### src/rtl/marc_sequencer.sv
// mARC control-unit next-state engine: one-hot state register, memory wait
// timeout, trap/interrupt entry and sticky bus_err/illegal flags.
module marc_sequencer #(
    parameter int MEM_TIMEOUT = 16,
    parameter int TMO_W       = 8
) (
    input  logic        clk,
    input  logic        rst,
    input  logic        run,
    input  logic [15:0] ir,
    input  logic [4:0]  status,
    input  logic        mem_ready,
    input  logic        irq,
    output logic [12:0] state,
    output logic        ir_we,
    output logic        mem_req,
    output logic        irq_ack,
    output logic        halted,
    output logic        bus_err,
    output logic        illegal
);

    localparam logic [12:0] S_HALT   = 13'h0000;
    localparam logic [12:0] S_FETCH  = 13'h0001;
    localparam logic [12:0] S_DECODE = 13'h0002;
    localparam logic [12:0] S_IMM    = 13'h0004;
    localparam logic [12:0] S_ALU    = 13'h0008;
    localparam logic [12:0] S_SHIFT  = 13'h0010;
    localparam logic [12:0] S_MEM    = 13'h0020;
    localparam logic [12:0] S_BRADDR = 13'h0040;
    localparam logic [12:0] S_BREVAL = 13'h0080;
    localparam logic [12:0] S_SETHI  = 13'h0100;
    localparam logic [12:0] S_MADDR  = 13'h0200;
    localparam logic [12:0] S_CALL   = 13'h0400;
    localparam logic [12:0] S_PCINC  = 13'h0800;
    localparam logic [12:0] S_TRAP   = 13'h1000;

    localparam logic [TMO_W-1:0] TMO_LAST = TMO_W'(MEM_TIMEOUT - 1);

    logic [12:0]      state_nxt;
    logic [TMO_W-1:0] wait_cnt;
    logic             trap_irq;
    logic             irq_entry;
    logic             set_bus_err;
    logic             set_illegal;
    logic             tmo_hit;
    logic             cnt_clear;
    logic             irq_take;
    logic             unused_bits;

    // Condition codes: Z=status[0], N=status[1], V=status[2].
    function automatic logic br_taken(input logic [2:0] cond, input logic [4:0] psr);
        logic lt;
        lt = psr[1] ^ psr[2];
        case (cond)
            3'b000, 3'b001: br_taken = 1'b1;
            3'b010:         br_taken = ~psr[0];
            3'b011:         br_taken = psr[0];
            3'b100:         br_taken = ~(psr[0] | lt);
            3'b101:         br_taken = psr[0] | lt;
            3'b110:         br_taken = ~lt;
            default:        br_taken = lt;
        endcase
    endfunction

    assign unused_bits = ^{status[3], ir[11], ir[7:5], ir[3:0]};
    assign irq_take    = irq & status[4];

    always_ff @(posedge clk) begin
        if (rst) begin
            state <= S_FETCH;
        end else if (run) begin
            state <= state_nxt;
        end
    end

    always_comb begin
        state_nxt   = state;
        irq_entry   = 1'b0;
        set_bus_err = 1'b0;
        set_illegal = 1'b0;
        tmo_hit     = ~mem_ready && (wait_cnt == TMO_LAST);
        case (state)
            S_HALT: begin
                if (irq_take) begin
                    state_nxt = S_TRAP;
                    irq_entry = 1'b1;
                end
            end
            S_FETCH: begin
                if (mem_ready) begin
                    state_nxt = S_DECODE;
                end else if (tmo_hit) begin
                    state_nxt   = S_TRAP;
                    set_bus_err = 1'b1;
                end
            end
            S_DECODE: begin
                if (!ir[15]) begin
                    if (ir[14:12] == 3'b111) state_nxt = S_SHIFT;
                    else if (ir[4])          state_nxt = S_IMM;
                    else                     state_nxt = S_ALU;
                end else begin
                    case (ir[14:12])
                        3'b000:  state_nxt = S_MADDR;
                        3'b001:  state_nxt = S_BRADDR;
                        3'b010:  state_nxt = S_SETHI;
                        3'b011:  state_nxt = S_CALL;
                        3'b111:  state_nxt = S_HALT;
                        default: begin
                            state_nxt   = S_TRAP;
                            set_illegal = 1'b1;
                        end
                    endcase
                end
            end
            S_IMM:                    state_nxt = S_ALU;
            S_ALU, S_SHIFT, S_SETHI:  state_nxt = S_PCINC;
            S_MADDR:                  state_nxt = S_MEM;
            S_MEM: begin
                if (mem_ready) begin
                    state_nxt = S_PCINC;
                end else if (tmo_hit) begin
                    state_nxt   = S_TRAP;
                    set_bus_err = 1'b1;
                end
            end
            S_BRADDR:                 state_nxt = S_BREVAL;
            S_BREVAL:                 state_nxt = br_taken(ir[10:8], status) ? S_FETCH : S_PCINC;
            S_CALL:                   state_nxt = S_FETCH;
            S_PCINC: begin
                if (irq_take) begin
                    state_nxt = S_TRAP;
                    irq_entry = 1'b1;
                end else begin
                    state_nxt = S_FETCH;
                end
            end
            S_TRAP:                   state_nxt = S_FETCH;
            // Not one-hot and not halt: recover through the trap state.
            default:                  state_nxt = S_TRAP;
        endcase
    end

    // Wait counter restarts whenever a memory-wait state is freshly entered.
    assign cnt_clear = ((state_nxt == S_FETCH) || (state_nxt == S_MEM)) && (state_nxt != state);

    always_ff @(posedge clk) begin
        if (rst) begin
            wait_cnt <= '0;
            bus_err  <= 1'b0;
            illegal  <= 1'b0;
            trap_irq <= 1'b0;
        end else if (run) begin
            trap_irq <= irq_entry;
            if (set_bus_err) bus_err <= 1'b1;
            if (set_illegal) illegal <= 1'b1;
            if (cnt_clear) begin
                wait_cnt <= '0;
            end else if ((state[0] | state[5]) && !mem_ready) begin
                wait_cnt <= wait_cnt + TMO_W'(1);
            end
        end
    end

    always_comb begin
        ir_we   = state[0] & mem_ready & run;
        mem_req = state[0] | state[5];
        halted  = (state == S_HALT);
        irq_ack = state[12] & trap_irq;
    end

endmodule
### config.mk
export PLATFORM = sky130hd
export DESIGN_NAME = marc_sequencer
export DESIGN_NICKNAME = d
export VERILOG_FILES = /design/src/rtl/marc_sequencer.sv
export SDC_FILE = /design/constraint.sdc
export NUM_CORES = 1
export LEC_CHECK = 0
export CAP_MARGIN = 30
export CORE_MARGIN = 2
export CORE_UTILIZATION = 25
export CTS_BUF_LIST = sky130_fd_sc_hd__clkbuf_2
export CTS_CLUSTER_DIAMETER = 40
export CTS_CLUSTER_SIZE = 10
export DETAILED_ROUTE_END_ITERATION = 16
export PLACE_DENSITY = 0.45
export SYNTH_ARGS = -nofsm -noshare
export SYNTH_HDL_FRONTEND = slang
export SYNTH_SLANG_ARGS = --single-unit
### constraint.sdc
create_clock -name clk -period 3.5 [get_ports clk]
set_clock_uncertainty 0.05 [all_clocks]
set_input_delay 1.05 -clock clk [delete_from_list [all_inputs] [get_ports clk]]
set_output_delay 1.05 -clock clk [all_outputs]
set_load 0.03 [all_outputs]
Word-level counts from Yosys, hierarchy flattened
Index checks and enable logic that the tools add are counted.

Flip-flop bits (word level): 24. Input port bits: 26. Output and inout port bits: 19. Logic and storage cells: 85.

Add/sub/neg operators: 1. Eq/ne operators: 27. Muxes and demuxes: 23. Bitwise logic cells: 11. Reduce and logical (&&, ||, !) cells: 18.

Operators with widths (count): 13-bit one-hot mux with 11 select lines (1); 13-bit two-way mux (6); 13-bit one-hot mux with 5 select lines (1); 13-bit by 1-bit == test with 1-bit output, second input constant (2); 13-bit by 6-bit == test with 1-bit output, second input constant (2); 8-bit two-way mux (2); 13-bit by 10-bit == test with 1-bit output, second input constant (1); 13-bit by 11-bit == test with 1-bit output, second input constant (1); 13-bit by 12-bit == test with 1-bit output, second input constant (1); 13-bit == test, second input constant (1); 13-bit by 2-bit == test with 1-bit output, second input constant (1); 13-bit by 3-bit == test with 1-bit output, second input constant (1); 13-bit by 4-bit == test with 1-bit output, second input constant (1); 13-bit by 5-bit == test with 1-bit output, second input constant (1); 13-bit by 7-bit == test with 1-bit output, second input constant (1); 13-bit by 8-bit == test with 1-bit output, second input constant (1); 13-bit by 9-bit == test with 1-bit output, second input constant (1); 13-bit zero test (1); 13-bit != test (1); 3-bit by 2-bit == test with 1-bit output, second input constant (4); 3-bit == test, second input constant (4); 12-bit two-way mux (1); 1-bit two-way mux (9); 8-bit by 1-bit adder with 8-bit output, second input constant (1); 18 further kinds (34).

Logic depth before layout (Yosys ltp)
Gate-level depths: netlist of the first run.

Word-level depth: 12. Mapped depth: 7. Depth with buffers taken out: 5.

Worst setup path before layout of the first run
No wires, ideal clock.

Path type: register to output. Start: register state[6]. End: output port halted. Arrival time: 1.614 ns. Data required time: 2.400 ns. Slack: 0.786 ns. Stages on the path, launching flop included: 5. Buffers on the path: 1. Cell sequence: dfxtp_1 buf_2 nor4_4 nand3_1 nor2_1.

Longest elaborated chain between the ends: 1.

Ends and longest elaborated chain: from (decl) (RTL line 14) `output logic [12:0] state,`; from (signal assigned) (RTL line 73) `state <= state_nxt;`; 13-bit zero test (RTL line 169) `halted = (state == S_HALT);`; to (decl) (RTL line 18) `output logic halted,`.

Every way passes these cells.

Worst setup path in the final report of the first run
Start: input port run. End: output port ir_we.

Longest elaborated chain between the ends: 1.

Ends and longest elaborated chain: from (decl) (RTL line 9) `input logic run,`; 1-bit bitwise AND (RTL line 167) `ir_we = state[0] & mem_ready & run;`; to (decl) (RTL line 15) `output logic ir_we,`.

Every way passes these cells.

==> results of run 1 <==
-- area by class of cell --
type | count | area (um2)
Clock buffer | 3 | 15.0
Timing Repair Buffer | 48 | 448
Inverter | 6 | 22.5
Multi-Input combinational cell | 162 | 1130
Fill cell | 692 | 4260
Tap cell | 77 | 96.3
Clock inverter | 1 | 3.75
Sequential cell | 24 | 480
-- flip-flops by register name, indices dropped and copies added, names as in the netlist --
name / count
illegal: 1
bus_err: 1
trap_irq: 1
wait_cnt: 8
state: 13
-- metal layers --
layer,share of wire,vias to the layer above
met2,0.47,26
li1,-,851
met1,0.49,756
met3,0.026,4
met5,0,-
met4,0.0082,0
-- kinds of logic after synthesis --
logic type,Yosys count,synth area share
xor+xnor,10,0.0518
fa+ha+maj,2,0.0133
flops,24,0.284
buf+inv,18,0.0451
compound gates,49,0.208
simple gates,98,0.380
mux,3,0.0178
-- worst min-delay path, delay by kind of cell, from the launching register on --
family | cells | cell delay (ps)
AOI/OAI and AO/OA | 1 | 50
DFF | 1 | 370
buffers and inverters | 1 | 40
-- final timing paths --
check                           slack, ps  startpoint  cells past startpoint        to
worst min register to register        410     bus_err                      2   bus_err
worst max register to register       1350    state[2]                      6  state[9]
worst max-delay path                  460         run                      3     ir_we
worst min-delay path                  410     bus_err                      2   bus_err
-- cell usage in the layout, fill, tap and decap left out, types with 4 or more instances in the layout --
cell type / count
nor2_1: 10
o21ai_0: 5
and2_1: 4
a21oi_1: 17
nand2b_1: 14
nand3b_1: 5
nor3_1: 5
nor4_1: 6
xor2_1: 7
a41oi_1: 4
and3_1: 6
inv_1: 6
clkdlybuf4s50_1: 33
nand3_1: 8
nand4_1: 8
nand2_1: 9
dfxtp_1: 24
buf_4: 14
-- power breakdown --
part / internal [mW] / switching, mW
combinational: 0.0833 / 0.106
sequential: 0.282 / 0.00649
clock: 0.0248 / 0.0883
-- metrics by stage --
| step | cell area [um2] | instances | setup WS (ps) | total power, mW |
|---|---|---|---|---|
| detailed placement | 2180 | 317 | 450 | 0.483 |
| global placement | 2180 | 317 | 444 | 0.484 |
| CTS | 2200 | 321 | 85.7 | 0.603 |
| global route | 2200 | 321 | 364 | 0.640 |
| finish | 2200 | 321 | 461 | 0.590 |
| floorplan | 1690 | 204 | 786 | 0.403 |
==> impl_summary.md, run 1 <==
Run status
The flow ran to the end, and the final reports show no timing, DRC or antenna violations.

STA
Adding up every negative setup slack in the final design gives 0 ps. Setup violations remaining at the end of the flow were counted as 0. The total count of hold-check failures in the final report is 0. Hold timing on the final database bottoms out at a slack of 412 ps. Counting I/O delays and the setup requirement, the final critical path takes 3040 ps. The worst-case headroom to the max-slew limit is 0.504. The final worst-path cycle share is 0.868.

Derived from the worst setup path, the maximum achievable clock frequency is 329 MHz. The actual slew at the worst max-slew pin is 741 ps. Setup repair after global routing left no endpoint under its margin.

The number of max-slew violations in the final report came to 0.

Setup path
The highest fanout seen on the critical path is 2. STA classifies the critical path endpoint as an output port. The category of the worst setup path launch point is a primary input. By startpoint and endpoint, the worst setup path is classified as primary input to output port. Counting both buffers and inverters, the worst setup path holds a total of 2. The worst path arrival time is 1940 ps. The biggest cell delay along the critical path is 510 ps. Traced cell by cell, the critical path runs through clkdlybuf4s50_1 -> and3_1 -> buf_4. The required time of the critical path is 2400 ps. The kind of cell with the highest combined delay along the critical path is buffers and inverters. The critical-path cell with the highest stage delay is clkdlybuf4s50_1.

GRT
The met2 global-route usage is 0.238. The global routing stage identified its most utilized layer as met2. The via count of the first global-routing pass is 1653. Global routing finished with a remaining overflow of 0. The number of antenna violations at the first check in global routing is 0. In the global route stage, met3 resource usage came out at 0.0210. The largest net degree at the start of global routing is 33. The routing usage on met1 is 0.193. The first-pass GRT wire length is 8360 um. The all-layer global routing usage is 0.142.

Floorplanning
The die covers 0.00744 mm2. 45 I/O pins were placed. For this configuration, the core starts out at a cell density of 0.262. The core box area is 0.00646 mm2. The die height is 86.2 um.

The number of placement rows is 29. The die extent in x is 86.2 um.

Clock tree
The clock-pin slew reported for the worst setup and hold paths after clock tree synthesis is 250 ps. The cts-stage hold buffer count is 0. The clock latency on the worst-skew pair is 350 ps. TritonCTS built the clock tree.

The number of CTS-inserted buffers is 3. Once the clock tree was built, the setup fixing pass inserted 0 buffers. The tree built by TritonCTS fans out to 24 sinks. The root buffer cell chosen for the clock tree is clkbuf_2. The number of resized instances in the post-cts repair step is 0. The clock tree buffer depth is 2.

The H-tree depth reported by CTS is 1.

Power
The maximum ir drop on the vdd rail is 126 uV. The analysis attributes to cell leakage a power of 0.790 nW. The power density relative to cell area is 268 mW/mm2.

Logic synthesis
After synthesis the cells add up to 0.00169 mm2. Each instance of the synthesized netlist takes up on average 8.29 um2. Synthesis instantiated 57 different standard cells from the library. The fraction of registers with async set or reset after synthesis is 0. Of the synthesized area, sequential elements account for 0.284. The area share of the largest cell type after synthesis is 0.284. The number of nets produced by synthesis is 231. After synthesis the netlist holds a flip-flop and latch count of 24. The most used flip-flop cell after synthesis is dfxtp_1. Synthesis produced 204 cells.

The biggest area contributor in the post-synthesis netlist is dfxtp_1. The synthesis warning total is 0. The cell with the most instances after synthesis is dfxtp_1. By count the netlist is led by dfxtp_1, a21oi_1, nand2b_1.

Counting flops with a built-in enable in the synthesized netlist gives 0. By area the synthesized netlist is led by dfxtp_1, nand2b_1, a21oi_1, xor2_1, nand4_1.

Cells and area
The area growth from synthesis to final layout is 30.1%. Of the cells placed in the final design, the portion with a size suffix greater than 1 is 0.139. The utilization after layout is 0.341.

The total number of nets in the final design is 272. 0 antenna diodes ended up in the layout.

Route
For this run, the detailed router's first-pass iteration total came to 4. The routed length per placed instance is 15.2 um. For this block, the via count after detailed routing is 1637. The count of nets left with antenna violations once routing finished came out at 0. The detailed-route wire length is 4890 um. In this run, the number of DRC markers left after iteration 0 of detailed routing was 65. The residual DRC count is 0.

The routed via count divided by cell count is 5.10.

Place
The count of input and output buffers is 35. Summed over all nets, the half-perimeter wirelength after detailed placement is 3710 um. The last weighted congestion value of the routability-driven placer is 0.774.

Flow run
The max-cap check violation count is 0.

Min path
The type of the most critical hold path is flop to flop.
No activity file was read; power rests on OpenSTA's default activity.
==> run 2: changes to the inputs <==
--- a/config.mk
+++ b/config.mk
@@ -5,14 +5,16 @@
 export SDC_FILE = /design/constraint.sdc
 export NUM_CORES = 1
 export LEC_CHECK = 0
-export CAP_MARGIN = 30
+export ABC_AREA = 1
+export CAP_MARGIN = 20
+export CORE_ASPECT_RATIO = 1.25
 export CORE_MARGIN = 2
 export CORE_UTILIZATION = 25
 export CTS_BUF_LIST = sky130_fd_sc_hd__clkbuf_2
 export CTS_CLUSTER_DIAMETER = 40
 export CTS_CLUSTER_SIZE = 10
 export DETAILED_ROUTE_END_ITERATION = 16
-export PLACE_DENSITY = 0.45
+export PLACE_DENSITY = 0.44
 export SYNTH_ARGS = -nofsm -noshare
 export SYNTH_HDL_FRONTEND = slang
 export SYNTH_SLANG_ARGS = --single-unit
==> impl_summary.md, run 2 <==
Setup path
The endpoint of the lowest-slack register-to-register path is wait_cnt[6]. The required time of the critical path is 2400 ps. Data on the critical path arrives at its endpoint at 2110 ps. The critical path endpoint category is an output port. In this run the critical register-to-register path is launched from wait_cnt[1]. The register-to-register path setup slack is 1490 ps. The startpoint-to-endpoint class of the critical path is flop to output port. STA classifies the critical path startpoint as a flop. In this run the worst path has a maximum fanout of 6. The worst register-to-register path has a depth of 13.

Min path
In this run the most critical hold path is launched from illegal. Counting instances, the worst hold path has a depth of 2. The type of the most critical hold path is flop to flop. The worst hold path terminates at illegal.

Cells and area
The most common cell after layout, fill and taps aside is nand2_1. The share of cells above drive strength 1 is 0.161. In the final design database the tool counted 326 nets. In the layout the commonest cells are nand2_1, inv_1, clkdlybuf4s50_1. The number of antenna diodes in the final layout is 0.

The number of flip-flops in the largest register is 13. Ranked by flip-flop count, first place goes to state. Compared with the post-synthesis result, the final layout area differs by 25.1%.

The filler-free cell count of the finished design is 388. The largest registers in the layout are state: 13 flops, wait_cnt: 8 flops.

GRT
The all-layer global routing usage is 0.127. The number of antenna violations at the first check in global routing is 0. The via count of the first global-routing pass is 1716. The largest net degree at the start of global routing is 34. The first-pass GRT wire length is 7960 um. The overall overflow remaining after global route is 0.

Route
The violation count after the first detailed-routing iteration is 61. Dividing the detail-routed via count by the number of cells gives 4.49. The routed design has 4850 um of wire. The routed length per placed instance is 12.5 um. Before antenna repair, the detailed router went through 4 iterations.

The number of nets still failing antenna checks after routing is 0. Summing over every cut layer, the via total after detailed routing is 1744. The residual DRC count is 0.

STA
The total count of hold-check failures in the final report came to 0. The number of max-slew violations in the final report was 0. Of the available clock period, the critical path in the final layout requires 0.917. Setup violations remaining at the end of the flow were counted as 0.

Setup repair after global routing left no endpoint under its margin. For the pin with the worst max-slew slack, the measured transition is 511 ps. The highest attainable clock frequency is 312 MHz. The worst setup slack after layout is 291 ps. The final critical delay including setup and external delays is 3210 ps. In this run the tightest slew margin relative to its limit is 0.659. Adding up every negative setup slack in the final design gives 0 ps.

Floorplanning
In this run the count of I/O pins placed on the die edge is 45. The die outline area is 0.00784 mm2. The number of placement rows is 34.

The die extent in x is 79.6 um. In this run the standard cell core region covers 0.00693 mm2. The initial utilization of the core area, before any placement, comes to 0.258. From bottom edge to top edge, the die measures 98.5 um.

Power
The share of total power dissipated in sequential elements is 0.475. IR analysis of the VDD net gives a maximum drop of 120 uV. In this run the static leakage power is 0.993 nW. Of the total power, the clock network draws 0.186. The power density relative to cell area is 295 mW/mm2. In this run the power spent charging and discharging nets is 0.255 mW. The switching share of total power is 0.386. The internal power component is 0.405 mW. Of the total power, combinational logic draws 0.339.

Clock tree
The H-tree depth reported by CTS is 1. The clock latency on the worst-skew pair is 390 ps. Clock-pin slew was measured on the worst setup and hold paths at 290 ps. The clock sink count is 24. The longest clock path from root to sink contains 2 buffers. The number of CTS-inserted buffers is 3. Buffers added to address setup during post-CTS repair amount to 0.

The number of resized instances in the post-cts repair step is 0. The tree is rooted in a clkbuf_2. For this design, the CTS-stage hold fixing added 0 buffers.

The CTS tree is built.

Logic synthesis
The synthesized netlist contains 33 unique library cells. The mapped cell area is 0.00179 mm2. Averaged over all synthesized cells, the footprint is 6.79 um2. dfxtp_1 takes more of the synthesized area than any other cell.

Counting instances in the post-synthesis netlist gives the leading cell types as nand2_1, inv_1, nor2_1. Synthesis produced a netlist whose cell count is 263. The adder-cell area share of the yosys netlist is 0.00700. The most used flip-flop cell after synthesis is dfxtp_1.

For this run, the register share of the synthesized area comes to 0.269. The share of the synthesized area in compound gates (AO/OA/AOI/OAI) is 0.147. Of all flip-flops after synthesis, the portion carrying an async set or reset was 0. Synthesis inferred 24 register bits. The area share of the largest cell type after synthesis is 0.269. Measured against the total synthesized area, the mux share comes to 0. After synthesis, the cell types taking the most area are dfxtp_1, nand2_1, inv_1, nand3_1, nor2_1. The synthesized design contains 0 enable-type register cells.

The cell with the most instances after synthesis is nand2_1. The xor and xnor area share after synthesis is 0.0294. By area, the combinational part of the netlist is dominated by simple AND/OR/NAND/NOR gates.

During synthesis, Yosys emitted a total of 0 warnings. When the netlist entered floorplanning its net count stood at 290. Of the total synthesized cell area, the portion taken by AND, OR, NAND and NOR gates is 0.429.

Run status
The flow ran to the end, and the final reports show no timing, DRC or antenna violations.

Flow run
The max-cap check violation count is 0.

Place
Once placement completed, the tool counted placed cells totaling 384. Prior to clock tree synthesis, the placed netlist has a worst setup slack of 300 ps. At the end of routability-driven placement, the weighted congestion stood at 0.724. During placement, the flow inserted port buffers numbering 35.

The post-DP HPWL is 3830 um.
run 2: power groups by stage:
stage / Clock (mW) / Combinational, mW / Sequential [mW]
2_1_floorplan: 0 / 0.150 / 0.330
5_1_grt: 0.137 / 0.250 / 0.317
3_3_place_gp: 0 / 0.226 / 0.319
6_report: 0.123 / 0.223 / 0.314
3_5_place_dp: 0 / 0.227 / 0.319
4_1_cts: 0.128 / 0.228 / 0.314
run 2: layer usage:
layer | track usage | up-vias | share of wire
li1 | - | 922 | -
met5 | 0 | - | 0
met3 | 0.0147 | 2 | 0.034
met1 | 0.152 | 793 | 0.44
met4 | 0.0279 | 0 | 0.0056
met2 | 0.238 | 27 | 0.52
run 2: layout make-up:
type                            count  area, um2
Clock inverter                      1       3.75
Sequential cell                    24        480
Timing Repair Buffer               39        378
Fill cell                         777       4700
Clock buffer                        3       15.0
Tap cell                           90        113
Multi-Input combinational cell    191       1090
Inverter                           40        150
run 2: through the flow:
stage               hold WS [ps]  cell area, um2  total power, mW   util
floorplan                    424            1790            0.480      -
global placement             405            2220            0.545  0.320
detailed placement           412            2220            0.546  0.320
CTS                          439            2230            0.671  0.322
global route                 450            2230            0.705  0.322
finish                       432            2230            0.660  0.322
run 2: critical path, cell delays in order, from the launching register on:
cell             delay [ps]
dfxtp_1                 440
nor2_4                  170
nand2_4                 100
nor2_8                  160
nand2_1                  90
inv_2                    80
clkdlybuf4s50_1         670
run 2: logic make-up after synthesis:
logic type	after synthesis
flops	24
buf+inv	48
simple gates	142
fa+ha+maj	1
compound gates	42
xor+xnor	6
run 2: worst max path at each step:
stage	start	end	slack, ps	cells after the start
after floorplan	run	ir_we	140	4
after global placement	mem_ready	ir_we	260	4
after detailed placement	mem_ready	ir_we	300	4
after CTS	state[4]	halted	270	6
after global routing	state[0]	halted	170	6
final	state[4]	halted	290	6
==> run 3: changes to the inputs <==
--- a/config.mk
+++ b/config.mk
@@ -9,12 +9,13 @@
 export CAP_MARGIN = 20
 export CORE_ASPECT_RATIO = 1.25
 export CORE_MARGIN = 2
-export CORE_UTILIZATION = 25
+export CORE_UTILIZATION = 55
 export CTS_BUF_LIST = sky130_fd_sc_hd__clkbuf_2
 export CTS_CLUSTER_DIAMETER = 40
 export CTS_CLUSTER_SIZE = 10
 export DETAILED_ROUTE_END_ITERATION = 16
-export PLACE_DENSITY = 0.44
+export PLACE_DENSITY = 0.86
+export SETUP_SLACK_MARGIN = 0.15
 export SYNTH_ARGS = -nofsm -noshare
 export SYNTH_HDL_FRONTEND = slang
 export SYNTH_SLANG_ARGS = --single-unit
==> impl_summary.md, run 3 (synthesis gave the netlist of run 2 again) <==
Clock tree
The number of resized instances in the post-cts repair step is 0. For the worst-skew pair, the clock arrives at the later sink with an insertion delay of 330 ps. The CTS tree is built. In this run the number of H-tree levels came out at 1. In this run, CTS created clock tree buffers numbering 3. The post-CTS setup buffer count is 0. The clock passes through at most 2 buffers. After clock tree synthesis, the flow added hold-fix buffers numbering 0. The clock-pin slew reported for the worst setup and hold paths after clock tree synthesis is 220 ps. The clock sink count is 24. The tree is rooted in a clkbuf_2.

Cells and area
The library cell used most frequently in the layout, excluding fill and tap cells, is nand2_1. The register with the most flip-flops in the layout has 13 of them. The largest registers in the layout are state: 13 flops, wait_cnt: 8 flops. Leaving out fill and tap cells, the most frequent cells in the layout are nand2_1, inv_1, clkdlybuf4s50_1. The register with the most flip-flops is state. After routing the design area is 0.00216 mm2. Of the cells placed in the final design, the portion with a size suffix greater than 1 is 0.159. For this run, the post-layout net count is 324. The count of fill cells added during filler insertion is 278. The number of antenna cells inserted is 0. The area growth from synthesis to final layout is 20.8%.

GRT
The via count of the first global-routing pass was 1582. For this run, the total global-route usage over all layers was measured as 0.235. The largest net degree at the start of global routing is 34. The first-pass GRT wire length is 6470 um. The overall overflow remaining after global route is 0. The number of antenna violations at the first check in global routing is 0.

STA
For this run, the top clock speed supported by timing is 320 MHz. The number of max-slew violations in the final report came to 0. The post-route setup TNS is 0 ps. For the pin with the worst max-slew slack, the measured transition is 478 ps. The total count of hold-check failures in the final report was 0. The worst pin sits at a relative slew slack of 0.681. The final critical delay including setup and external delays is 3130 ps.

The setup violation total in the final timing report is 0. Across all hold checks on the routed design, the worst slack comes to 420 ps. Of the available clock period, the critical path in the final layout requires 0.893. Setup repair after global routing left no endpoint under its margin.

Floorplanning
From bottom edge to top edge, the die measures 67.7 um. In this run the core area contains 23 standard-cell rows. The die outline area is 0.00372 mm2.

During I/O placement, the number of pins put on the boundary was 45. The die extent in x is 55.0 um. The core box area is 0.00317 mm2. The initial utilization of the core area, before any placement, comes to 0.564.

Place
Port buffering added 35 buffers. The placed instance area is 0.00214 mm2. Detailed placement ended at an HPWL of 3170 um. At the end of routability-driven placement, the weighted congestion stood at 0.922.

Route
For this block, the initial DRC count from the detailed router was 43. The routed length per placed instance is 12.1 um. The total via count after detailed routing is 1778.

The count of nets left with antenna violations once routing finished came out at 0. The iteration count of the initial detailed-routing pass is 4. The routed via count divided by cell count is 5.34.

For this run, design rule violations remaining after detail routing come to 0. The final layout contains routed wiring with a total length of 4050 um.

Power
Across the VDD grid, the largest voltage drop is 226 uV. The power after layout is 0.641 mW. For this design the ratio of total power to cell area is 297 mW/mm2.

In this run the static leakage power is 0.985 nW.

Min path
The type of the most critical hold path is flop to flop.

Setup path
Data arrives at the worst endpoint at 2030 ps. For the worst setup path, the data required time is 2400 ps. The critical path endpoint category is an output port. STA classifies the critical path startpoint as a primary input. On the worst path, the slowest cell contributes a delay of 540 ps.

The startpoint-to-endpoint class of the critical path is primary input to output port. The slowest stage of the critical path belongs to the cell clkdlybuf4s50_1. The highest fanout seen on the critical path is 4. The register-to-register path setup slack is 1550 ps. The critical path goes through clkdlybuf4s50_1 -> inv_1 -> nor3_2 -> buf_4.

Flow run
Max-cap violations in this run came to 0.

Run status
The run finished with clean final reports.
-- run 3: critical path: cells and delay by family --
family / cells / cell delay [ps]
buffers and inverters: 3 / 840
and+or+nand+nor: 1 / 130
-- run 3: final timing paths --
kind | start | endpoint | depth (start not counted)
max | mem_ready | ir_we | 4
min | illegal | illegal | 2
max reg2reg | state[8] | state[6] | 9
min reg2reg | illegal | illegal | 2
-- run 3: area by class of cell --
cell class / instances / area (um2) / share of cell area
clock buffer: 3 / 15.0 / 0.00696
clock inverter: 1 / 3.75 / 0.00174
inverter: 40 / 150 / 0.0696
multi-input combinational: 191 / 1100 / 0.510
sequential: 24 / 480 / 0.223
tap: 37 / 46.3 / 0.0214
timing repair buffer: 37 / 363 / 0.168
-- run 3: through the flow --
| step | worst slack (ps) | cells | utilization |
|---|---|---|---|
| final | 374 | 333 | 0.682 |
| after global routing | 256 | 333 | 0.682 |
| after CTS | 366 | 333 | 0.682 |
| after detailed placement | 370 | 329 | 0.676 |
| after global placement | 389 | 329 | 0.676 |
| after floorplan | 395 | 263 | - |
-- run 3: power by group --
group / internal, mW / total [mW] / switching, mW / leakage (nW)
clock network: 0.0248 / 0.108 / 0.0831 / 0.0140
registers: 0.291 / 0.312 / 0.0215 / 0.197
logic: 0.0881 / 0.221 / 0.133 / 0.773
-- run 3: layer usage --
layer | global-route usage | share of wire
met5 | 0 | 0
met4 | 0.0793 | 0.014
met3 | 0.0221 | 0.032
met2 | 0.457 | 0.52
met1 | 0.253 | 0.44
